==> config.mk <==
export PLATFORM = sky130hd
export DESIGN_NAME = logarithmic_afpm
export DESIGN_NICKNAME = d
export VERILOG_FILES = /design/src/rtl/logarithmic_afpm_pkg.sv /design/src/rtl/logarithmic_afpm_mitchell_core.sv /design/src/rtl/logarithmic_afpm.sv
export SDC_FILE = /design/constraint.sdc
export NUM_CORES = 1
export LEC_CHECK = 0
export ABC_AREA = 1
export CORE_MARGIN = 4
export CORE_UTILIZATION = 50
export DETAILED_ROUTE_END_ITERATION = 10
export PLACE_DENSITY = 0.72
export REMOVE_ABC_BUFFERS = 1
export SLEW_MARGIN = 20
export SYNTH_ARGS = -nofsm -noshare
export SYNTH_HDL_FRONTEND = slang
export SYNTH_SLANG_ARGS = --single-unit
export TNS_END_PERCENT = 5
==> constraint.sdc <==
create_clock -name clk -period 4.9 [get_ports clk]
set_input_delay 0.98 -clock clk [delete_from_list [all_inputs] [get_ports clk]]
set_output_delay 0.98 -clock clk [all_outputs]
set_load 0.05 [all_outputs]
==> src/rtl/logarithmic_afpm_pkg.sv <==
// Shared binary16 format constants and sequencing states for the Mitchell
// logarithmic multiplier tile.
package logarithmic_afpm_pkg;

   localparam int          EXP_W        = 5;
   localparam int          MAN_W        = 10;
   localparam logic [14:0] BIAS_PATTERN = 15'h3C00;
   localparam logic [4:0]  EXP_MAX      = 5'h1F;
   localparam logic [14:0] INF_MAG      = 15'h7C00;
   localparam logic [15:0] QNAN         = 16'h7E00;

   typedef enum logic [1:0] {
      LOAD_LO = 2'd0,
      LOAD_HI = 2'd1,
      OUT_LO  = 2'd2,
      OUT_HI  = 2'd3
   } afpm_state_e;

endpackage

==> src/rtl/logarithmic_afpm_mitchell_core.sv <==
// Combinational Mitchell approximate binary16 multiply: the product magnitude is
// the sum of the operand bit patterns minus the exponent bias pattern.
module afpm_mitchell_core
   import logarithmic_afpm_pkg::*;
(
   input  logic [15:0] a,
   input  logic [15:0] b,
   output logic [15:0] res
);

   logic [EXP_W-1:0] exp_a, exp_b;
   logic [MAN_W-1:0] man_a, man_b;
   logic             sign_r;
   logic             nan_a, nan_b, inf_a, inf_b, zero_a, zero_b;
   logic [16:0]      sum;

   assign exp_a  = a[14:10];
   assign exp_b  = b[14:10];
   assign man_a  = a[9:0];
   assign man_b  = b[9:0];
   assign sign_r = a[15] ^ b[15];

   assign nan_a  = (exp_a == EXP_MAX) && (man_a != '0);
   assign nan_b  = (exp_b == EXP_MAX) && (man_b != '0);
   assign inf_a  = (exp_a == EXP_MAX) && (man_a == '0);
   assign inf_b  = (exp_b == EXP_MAX) && (man_b == '0);
   assign zero_a = (exp_a == '0);
   assign zero_b = (exp_b == '0);

   // Mantissa carry rolling into the exponent is the intended log-domain add.
   // Both magnitudes are below 16'h7C00, so bit 16 is a true sign bit.
   assign sum = {2'b00, a[14:0]} + {2'b00, b[14:0]} - {2'b00, BIAS_PATTERN};

   always_comb begin
      res = {sign_r, sum[14:0]};
      if (nan_a || nan_b || (inf_a && zero_b) || (inf_b && zero_a)) begin
         res = QNAN;
      end else if (inf_a || inf_b) begin
         res = {sign_r, INF_MAG};
      end else if (zero_a || zero_b) begin
         res = {sign_r, 15'h0000};
      end else if (sum[16] || (sum < 17'h00400)) begin
         res = {sign_r, 15'h0000};
      end else if (sum >= {2'b00, INF_MAG}) begin
         res = {sign_r, INF_MAG};
      end
   end

endmodule

==> src/rtl/logarithmic_afpm.sv <==
// Byte-serial front end for the Mitchell multiplier: two load cycles, two
// output cycles, repeating, gated by ena.
//
// state   | meaning
// LOAD_LO | capture operand low bytes, output 00
// LOAD_HI | capture operand high bytes and compute product, output 00
// OUT_LO  | present product low byte
// OUT_HI  | present product high byte
module logarithmic_afpm
   import logarithmic_afpm_pkg::*;
(
   input  logic       clk,
   input  logic       rst,
   input  logic       ena,
   input  logic [7:0] ui_in,
   input  logic [7:0] uio_in,
   output logic [7:0] uo_out,
   output logic [7:0] uio_out,
   output logic [7:0] uio_oe
);

   afpm_state_e state, state_nxt;
   logic [15:0] a_reg, b_reg, res_reg;
   logic [15:0] core_res;

   // The high bytes are taken straight from the bus so the product is ready
   // on the same edge that completes the operands.
   afpm_mitchell_core u_core (
      .a   ({ui_in,  a_reg[7:0]}),
      .b   ({uio_in, b_reg[7:0]}),
      .res (core_res)
   );

   always_ff @(posedge clk or posedge rst) begin
      if (rst) begin
         state <= LOAD_LO;
      end else begin
         state <= state_nxt;
      end
   end

   always_comb begin
      state_nxt = state;
      if (ena) begin
         unique case (state)
            LOAD_LO: state_nxt = LOAD_HI;
            LOAD_HI: state_nxt = OUT_LO;
            OUT_LO:  state_nxt = OUT_HI;
            OUT_HI:  state_nxt = LOAD_LO;
            default: state_nxt = LOAD_LO;
         endcase
      end
   end

   always_ff @(posedge clk or posedge rst) begin
      if (rst) begin
         a_reg   <= 16'h0000;
         b_reg   <= 16'h0000;
         res_reg <= 16'h0000;
      end else if (ena) begin
         if (state == LOAD_LO) begin
            a_reg[7:0] <= ui_in;
            b_reg[7:0] <= uio_in;
         end else if (state == LOAD_HI) begin
            a_reg[15:8] <= ui_in;
            b_reg[15:8] <= uio_in;
            res_reg     <= core_res;
         end
      end
   end

   always_comb begin
      uo_out = 8'h00;
      if (state == OUT_LO) begin
         uo_out = res_reg[7:0];
      end else if (state == OUT_HI) begin
         uo_out = res_reg[15:8];
      end
   end

   assign uio_out = 8'h00;
   assign uio_oe  = 8'h00;

endmodule

### Word level (Yosys, flattened, before mapping)

Index checks and enable logic that the tools add are counted.

* output and inout bits: 24
* register bits: 34
* logic and storage cells: 44
* input port bits: 19

* add/sub/neg operators: 2
* equality and inequality tests: 5
* muxes and demuxes: 8
* reduce and logical (&&, ||, !) cells: 21
* order comparisons: 2
* bitwise operators: 2

Operators by type and width (count)
* 15-bit 2-to-1 mux: 4
* 10-bit zero test: 2
* 10-bit nonzero test: 2
* 17-bit by 15-bit greater-or-equal comparator with 1-bit output, second input constant: 1
* 17-bit by 11-bit < comparator with 1-bit output, second input constant: 1
* 17-bit by 14-bit subtractor with 17-bit output, second input constant: 1
* 15-bit by 15-bit adder with 16-bit output: 1
* 16-bit 2-to-1 mux: 1
* 8-bit 2-to-1 mux: 2
* 5-bit equality test, second input constant: 2
* 5-bit zero test: 2
* 2-bit case mux with 4 select lines: 1
* 1-bit logical AND: 6
* 1-bit logical OR: 6
* 2-bit equality test, second input constant: 2
* 3-bit AND reduction: 1
* 2-bit by 1-bit equality test with 1-bit output, second input constant: 1
* 2-bit zero test: 1
* 2-bit AND reduction: 1
* 1-bit NOT: 1
* 1-bit bitwise XOR: 1

### Depth between registers and ports, before layout

Gate-level depths: netlist (run 1).

* word-level depth: 8
* gate-level depth with buffers: 23
* gate-level depth less buffers: 23

### Modules after synthesis

From an unflattened synthesis (run 1), not the netlist that was laid out.

* cell total of the unflattened synthesis: 494
* area, all modules: 3331.9 µm²

Modules (own cells, without submodules)
* logarithmic_afpm: instances 1, area an instance 1725.4 µm², seq. area each 850.8 µm², cells an instance 201
* afpm_mitchell_core: instances 1, area an instance 1606.5 µm², seq. area each 0.0 µm², cells an instance 293

### Least setup slack after synthesis (run 1)

Ideal clock, no wire load.

* path kind: input to register
* from: input ui_in[2]
* to: register res_reg[1]
* required time: 4.783 ns
* setup slack: 1.766 ns
* library setup time: 0.117 ns
* data arrival time: 3.018 ns
* stages on the path: 21
* buffers on the path: 0
* path through: ha_1 > nand2_1 > nor2_1 > nand3_1 > nand3_1 > nand2_1 > nand2_1 > ha_1 > nand2_1 > nor2_1 > nand3_1 > nor2_1 > nand2_1 > nor2_1 > nand3_1 > a21oi_1 > nand3_2 > nand3_4 > nor2_4 > nand2_1 > nand2_1

* word-level cells in the longest chain between the ends: 8
* elaborated cells on any way between the ends: 21
* those cells by class: add/sub: 2; order compare: 2; eq/ne: 1; mux: 5; reduce/logical: 11

Ends and longest elaborated chain
* from (decl): RTL line logarithmic_afpm.sv:15 `input logic [7:0] ui_in,`
* 15-bit by 15-bit adder with 16-bit output: RTL line logarithmic_afpm_mitchell_core.sv:32 `assign sum = {2'b00, a[14:0]} + {2'b00, b[14:0]} - {2'b00, BIAS_PATTERN};`
* 17-bit by 14-bit subtractor with 17-bit output: RTL line logarithmic_afpm_mitchell_core.sv:32
* 17-bit by 15-bit greater-or-equal comparator with 1-bit output or 17-bit by 11-bit < comparator with 1-bit output (tied branches): RTL line logarithmic_afpm_mitchell_core.sv:44, logarithmic_afpm_mitchell_core.sv:42
* 15-bit 2-to-1 mux or 1-bit logical OR (tied branches): RTL line logarithmic_afpm_mitchell_core.sv:44, logarithmic_afpm_mitchell_core.sv:42
* 15-bit 2-to-1 mux: RTL line logarithmic_afpm_mitchell_core.sv:42 `end else if (sum[16] || (sum < 17'h00400)) begin`
* 15-bit 2-to-1 mux: RTL line logarithmic_afpm_mitchell_core.sv:40 `end else if (zero_a || zero_b) begin`
* 15-bit 2-to-1 mux: RTL line logarithmic_afpm_mitchell_core.sv:38 `end else if (inf_a || inf_b) begin`
* 16-bit 2-to-1 mux *: RTL line logarithmic_afpm_mitchell_core.sv:36 `if (nan_a || nan_b || (inf_a && zero_b) || (inf_b && zero_a)) begin`
* to (signal assigned): RTL line logarithmic_afpm.sv:67 `res_reg <= core_res;`
* to (decl): RTL line logarithmic_afpm.sv:23 `logic [15:0] a_reg, b_reg, res_reg;`

Mark *: on every way between the ends. The rest lies on a longest branch, timed or not.
A chain may end at the register's enable or synchronous reset.

### Worst setup path after layout (run 1)

* from: input ui_in[2]
* to: register res_reg[4]

Same word-level chain as after synthesis.

==> results of run 1 <==
path summary, 6_finish.rpt:
path / slack [ns] / from / cells past startpoint / to
max in group asynchronous: 3.32 / rst / 3 / a_reg[4]
min in group asynchronous: 0.93 / rst / 2 / a_reg[1]
hold reg to reg: 0.48 / res_reg[0] / 2 / res_reg[0]
setup / recovery: 1.20 / ui_in[2] / 22 / res_reg[4]
setup reg to reg: 1.79 / a_reg[0] / 23 / res_reg[4]
hold / removal: 0.48 / res_reg[0] / 2 / res_reg[0]
layer usage:
metal	vias to the layer above	wire length (µm)	part of all wire, %
li1	1456	-	-
met1	1338	3550	46
met2	73	3550	46
met3	8	446	5.8
met4	0	114	1.5
met5	-	0	0
synth_stat cells, types with 2 or more instances:
master      n
nor3_1      9
nor2_1     36
inv_1      56
nand3_2     6
nand2_2     9
xnor2_1     2
o21ai_0     8
nand3b_1    4
nor2_4      2
nand2_1   153
nor2_2      2
dfrtp_1    34
inv_2       4
ha_1       21
a21oi_1    10
nand4_1     9
mux2_2     12
o21ai_1     4
nand3_1    37
clkbuf_1    4
buf_4      16
kinds of logic (layout without fill, tap and decap cells):
family	Yosys count	count (layout)	share of synthesized area, %
AOI/OAI and AO/OA	27	27	5.11
xor gates and xnor gates	2	2	0.577
adders and majority gates	22	22	9.32
buffers and inverters	80	95	11.9
DFF	34	34	28.0
muxes	12	12	4.45
other	1	16	0.124
and+or+nand+nor	272	272	40.5
per-stage QoR:
step	util [%]	std cells	power [mW]	instance area, µm²	setup slack (ns)
2_1_floorplan	-	445	1.49	2960	1.77
3_3_place_gp	56.0	547	1.82	3320	0.957
3_5_place_dp	56.0	547	1.83	3320	0.912
4_1_cts	57.6	555	2.05	3410	1.21
5_1_grt	57.6	555	2.26	3410	0.877
6_report	57.6	555	2.06	3410	1.20
worst min-delay path, cell delays in order, from the launching register on:
cell and delay, ns:
dfrtp_1 0.35, nand2_1 0.05, nand2_1 0.05
power by group through the flow:
stage | Clock [mW] | Combinational, mW | Sequential (mW)
6_report | 0.215 | 1.33 | 0.518
5_1_grt | 0.231 | 1.49 | 0.534
4_1_cts | 0.219 | 1.32 | 0.517
3_5_place_dp | 0 | 1.31 | 0.521
3_3_place_gp | 0 | 1.30 | 0.518
2_1_floorplan | 0 | 0.998 | 0.487
layout make-up:
cell class                 instances  area (µm²)  area share [%]
tap                               75        93.8            2.75
sequential                        34         851            25.0
clock buffer                       7        86.3            2.53
inverter                          60         225            6.61
clock inverter                     1        5.00           0.147
multi-input combinational        351        1880            55.2
timing repair buffer              27         268            7.85
==> results.py, run 1 <==
metrics = {
    "critical_path": {
        "critPathKind": "in -> reg",
        "crit_path_frequent_cell": "nand2_1",
        "cp-start-kind": "input port",
        "crit_family": "simple AND/OR/NAND/NOR gates",
        "path_cells": "clkdlybuf4s50_1 -> ha_1 -> nand2_1 -> nor2_1 -> nand3_1 -> nand3_1 -> nand2_1 -> nand2_1 -> ha_1 -> nand2_1 -> nor2_1 -> nand3_1 -> nor2_1 -> nand2_1 -> nor2_1 -> nand3_1 -> a21oi_1 -> nand3_2 -> nand3_4 -> nor2_4 -> nand2_1 -> nand2_1",
        "critPathMaxStageDelay_ns": 0.43,
        "required_ns": 5.08,
        "crit_buf_inv": 1,
        "cp_max_fo": 9,
        "slowest_stage": "ha_1",
        "critPathArrivalTime_ns": 3.88,
        "crit_path_end_kind": "flop",
    },
    "logic_synthesis": {
        "syn_inst": 450,
        "yosysWarnings": 0,
        "syn_avg_cell_area_um2": 6.75,
        "synth_top_cell_area_share_pct": 28.0,
        "synth-seq-cells": 34,
        "synth-main-ff-cell": "dfrtp_1",
        "ys_types": 33,
        "async_flop_share_pct": 100,
        "synth_edf_count": 0,
        "yosysSeqAreaShare_pct": 28.0,
        "netlist_area_um2": 3040,
        "ys_top_cells_by_area": "dfrtp_1, nand2_1, ha_1",
        "yosys.area.top_type": "dfrtp_1",
    },
    "clocking": {
        "cts_buffer_depth": 2,
        "root_buffer": "clkbuf_8",
        "htree_levels": 2,
        "cts_tree": "built",
        "ctsHoldBuffers": 0,
        "cts_buffers": 5,
        "cts_setup_buffers": 0,
        "clkTransAtPathRegs_ns": 0.07,
        "clock_sinks": 34,
        "cts_resized": 0,
        "clk-insertion-delay-late_ns": 0.29,
    },
    "power": {
        "peakVddDrop_v": 0.000315,
        "p_clk_share_pct": 10.5,
        "internal_power_mw": 0.987,
        "power_switching_mw": 1.07,
        "power_frac_comb_pct": 64.4,
        "p_leak_nw": 1.83,
        "swShare_pct": 52.1,
        "seqPwrFrac_pct": 25.1,
        "power.density_nw_per_um2": 604,
    },
    "outcome": {
        "status": "finished clean",
    },
    "routing": {
        "drc_errors": 0,
        "drt_iter0_markers": 156,
        "routed_via_density": 5.18,
        "antenna_violating_nets_post_route": 0,
        "num_vias": 2875,
        "wl_um": 7660,
        "dr.pass1.iters": 4,
        "wl_per_cell_um": 13.8,
    },
    "floorplanning": {
        "start_util_pct": 51.3,
        "dieArea_um2": 7380,
        "die_w_um": 85.9,
        "num_io_pins": 43,
        "core_area_um2": 5920,
        "dieHeight_um": 85.9,
        "rows": 28,
    },
    "global_routing": {
        "grt_use_met2_pct": 36.7,
        "grt_pass1_wl_um": 12700,
        "grt_use_met1_pct": 28.5,
        "met3_usage_pct": 3.46,
        "grt_max_degree": 28,
        "antenna_found_initial": 0,
        "grt.busiest_layer": "met2",
        "grt_use_total_pct": 21.7,
        "overflow": 0,
        "grt_pass1_vias": 2741,
    },
    "min_path": {
        "hp-class": "reg -> reg",
    },
    "layout": {
        "drive_gt1_share_pct": 10.0,
        "syn_to_final_growth_pct": 12.3,
        "fill_cells": 613,
        "final_common_cell": "nand2_1",
        "final_cell_mix": "nand2_1, inv_1, nand3_1",
        "largest_reg_flops": 16,
        "finish.net_count": 520,
        "antenna_cells": 0,
    },
    "timing": {
        "fin_skew_ns": 0.00594,
        "drv_slew": 0,
        "max_slew_margin_pct": 43.8,
        "period_needed_ns": 3.70,
        "finalSetupViolCount": 0,
        "rsz0062_at_grt": "false",
        "fin_crit_sh_pct": 75.5,
        "worst_pin_slew_ns": 0.841,
        "hold_violations": 0,
        "fmaxAchievable_mhz": 270,
        "setup_tns_ns": 0,
        "hold_ws_ns": 0.482,
    },
    "place": {
        "gp_congestion": 0.943,
        "portBuffers": 26,
        "dp_hpwl_um": 6310,
    },
    "job": {
        "drv_cap": 0,
    },
}
Note: power is estimated with default switching activity, not from simulation.
==> run 2, diff against run 1 <==
Settings changed: PLACE_DENSITY 0.72 to 0.75.
Clock period 4.9 ns to 3.4 ns, I/O delays scaled along.
==> run 2 against run 1 <==
Clock power grew 33%. Power grew 47%. Critical path depth shrank 16. Sequential power grew 45%. Utilization grew 3.3 points. Combinational power grew 50%. Sequential share of layout area shrank 1.3 points. Setup slack lost 0.83 ns. Critical path type is now reg -> out.
==> results.py, run 2 (same netlist as run 1, synthesis figures left out) <==
metrics = {
    "outcome": {
        "status": "finished clean",
    },
    "global_routing": {
        "grt_use_total_pct": 22.6,
        "met3_usage_pct": 4.03,
        "grt_pass1_wl_um": 13400,
        "grt_use_met2_pct": 37.8,
        "grt_max_degree": 21,
        "grt_use_met1_pct": 29.8,
        "antenna_found_initial": 0,
        "grt.busiest_layer": "met2",
        "grt_pass1_vias": 2897,
        "overflow": 0,
    },
    "floorplanning": {
        "num_io_pins": 43,
        "core_area_um2": 5920,
        "rows": 28,
        "dieArea_um2": 7380,
        "dieHeight_um": 85.9,
        "die_w_um": 85.9,
        "start_util_pct": 51.3,
    },
    "routing": {
        "num_vias": 2959,
        "antenna_violating_nets_post_route": 0,
        "routed_via_density": 5.18,
        "dr.pass1.iters": 4,
        "wl_per_cell_um": 13.7,
        "drt_iter0_markers": 242,
        "wl_um": 7800,
        "drc_errors": 0,
    },
    "clocking": {
        "cts_buffers": 5,
        "clock_sinks": 34,
        "cts_buffer_depth": 2,
        "htree_levels": 2,
        "cts_tree": "built",
        "ctsHoldBuffers": 0,
        "clk-insertion-delay-late_ns": 0.29,
        "root_buffer": "clkbuf_8",
        "clkTransAtPathRegs_ns": 0.07,
    },
    "timing": {
        "period_needed_ns": 3.03,
        "fin_skew_ns": 0.0114,
        "hold_violations": 0,
        "max_slew_margin_pct": 48.3,
        "fmaxAchievable_mhz": 330,
        "fin_crit_sh_pct": 89.2,
        "worst_pin_slew_ns": 0.774,
        "finalSetupViolCount": 0,
        "setup_tns_ns": 0,
        "worst_slack_ns": 0.368,
        "drv_slew": 0,
        "rsz0062_at_grt": "false",
    },
    "power": {
        "finalPower_mw": 3.03,
        "power.density_nw_per_um2": 842,
        "peakVddDrop_v": 0.000425,
        "p_leak_nw": 1.96,
    },
    "min_path": {
        "min-delay-start": "res_reg[3]",
        "hp-class": "reg -> reg",
        "hold_depth": 2,
        "holdPathEnd": "res_reg[3]",
    },
    "place": {
        "gp_congestion": 0.955,
        "portBuffers": 26,
        "dp_slack_ns": -0.190,
        "dp_hpwl_um": 6430,
    },
    "layout": {
        "syn_to_final_growth_pct": 18.7,
        "final_cell_mix": "nand2_1, inv_1, nand3_1",
        "antenna_cells": 0,
        "final_common_cell": "nand2_1",
        "finish.net_count": 537,
        "drive_gt1_share_pct": 15.3,
        "fill_cells": 566,
        "largest_reg_flops": 16,
        "utilization_pct": 60.8,
    },
    "critical_path": {
        "crit_path_end_kind": "output port",
        "critPathArrivalTime_ns": 2.35,
        "regToRegSetupSlack_ns": 0.38,
        "r2r_start": "a_reg[0]",
        "required_ns": 2.72,
        "critPathKind": "reg -> out",
        "worst-r2r-cell-count": 23,
        "cp_max_fo": 9,
        "r2r_end": "res_reg[5]",
        "cp-start-kind": "flop",
    },
    "job": {
        "drv_cap": 0,
    },
}
run 2: changes by cell type in the layout (fill, tap and decap cells not counted), sizes merged:
cell and delta:
buf +17, clkdlybuf4s50 -6, dlymetal6s2s +6, clkbuf -2, clkinv +1
run 2: layer usage:
layer	share of wire [%]	routed length, µm
met1	45	3480
met5	0	0
met3	5.3	413
met4	2.0	157
met2	48	3750
run 2: per-stage QoR:
step | hold slack (ns) | cell area, µm² | cells
after global routing | 0.512 | 3600 | 571
after global placement | 0.467 | 3450 | 564
after detailed placement | 0.466 | 3450 | 564
after floorplan | 0.449 | 2960 | 445
after CTS | 0.485 | 3520 | 571
final | 0.483 | 3600 | 571
run 2: where the power goes:
group	switching, mW	internal (mW)	leakage, nW
combinational	1.28	0.718	1.50
clock	0.148	0.137	0.0438
sequential	0.153	0.597	0.416
run 2: worst max path at each step:
| stage | from | endpoint | slack (ns) | cells past startpoint |
|---|---|---|---|---|
| final | state[0] | uo_out[6] | 0.37 | 6 |
| after global routing | a_reg[0] | res_reg[0] | 0.06 | 23 |
| after CTS | uio_in[1] | res_reg[5] | 0.08 | 21 |
| after detailed placement | uio_in[1] | res_reg[5] | -0.19 | 21 |
| after global placement | ui_in[1] | res_reg[0] | -0.12 | 21 |
| after floorplan | ui_in[2] | res_reg[1] | 0.57 | 21 |
run 2: what timing repair did:
item	in CTS	in global routing
endpoints found under the hold margin	0	0
resized for setup	0	17
endpoints found under the setup margin	0	14
buffers inserted	0	0
run 2: final cells by class:
cell class	count	area, µm²	area share, %
Multi-Input combinational cell	351	1940	53.9
Sequential cell	34	851	23.6
Timing Repair Buffer	44	410	11.4
Inverter	60	225	6.25
Tap cell	75	93.8	2.61
Clock buffer	5	68.8	1.91
Clock inverter	2	10.0	0.278
run 2: critical path, stage by stage (launching register included):
cell and delay [ns]:
dfrtp_1 0.38, inv_1 0.09, ha_1 0.31, inv_1 0.21
nand2_1 0.10, o21ai_0 0.16, clkdlybuf4s50_1 0.82
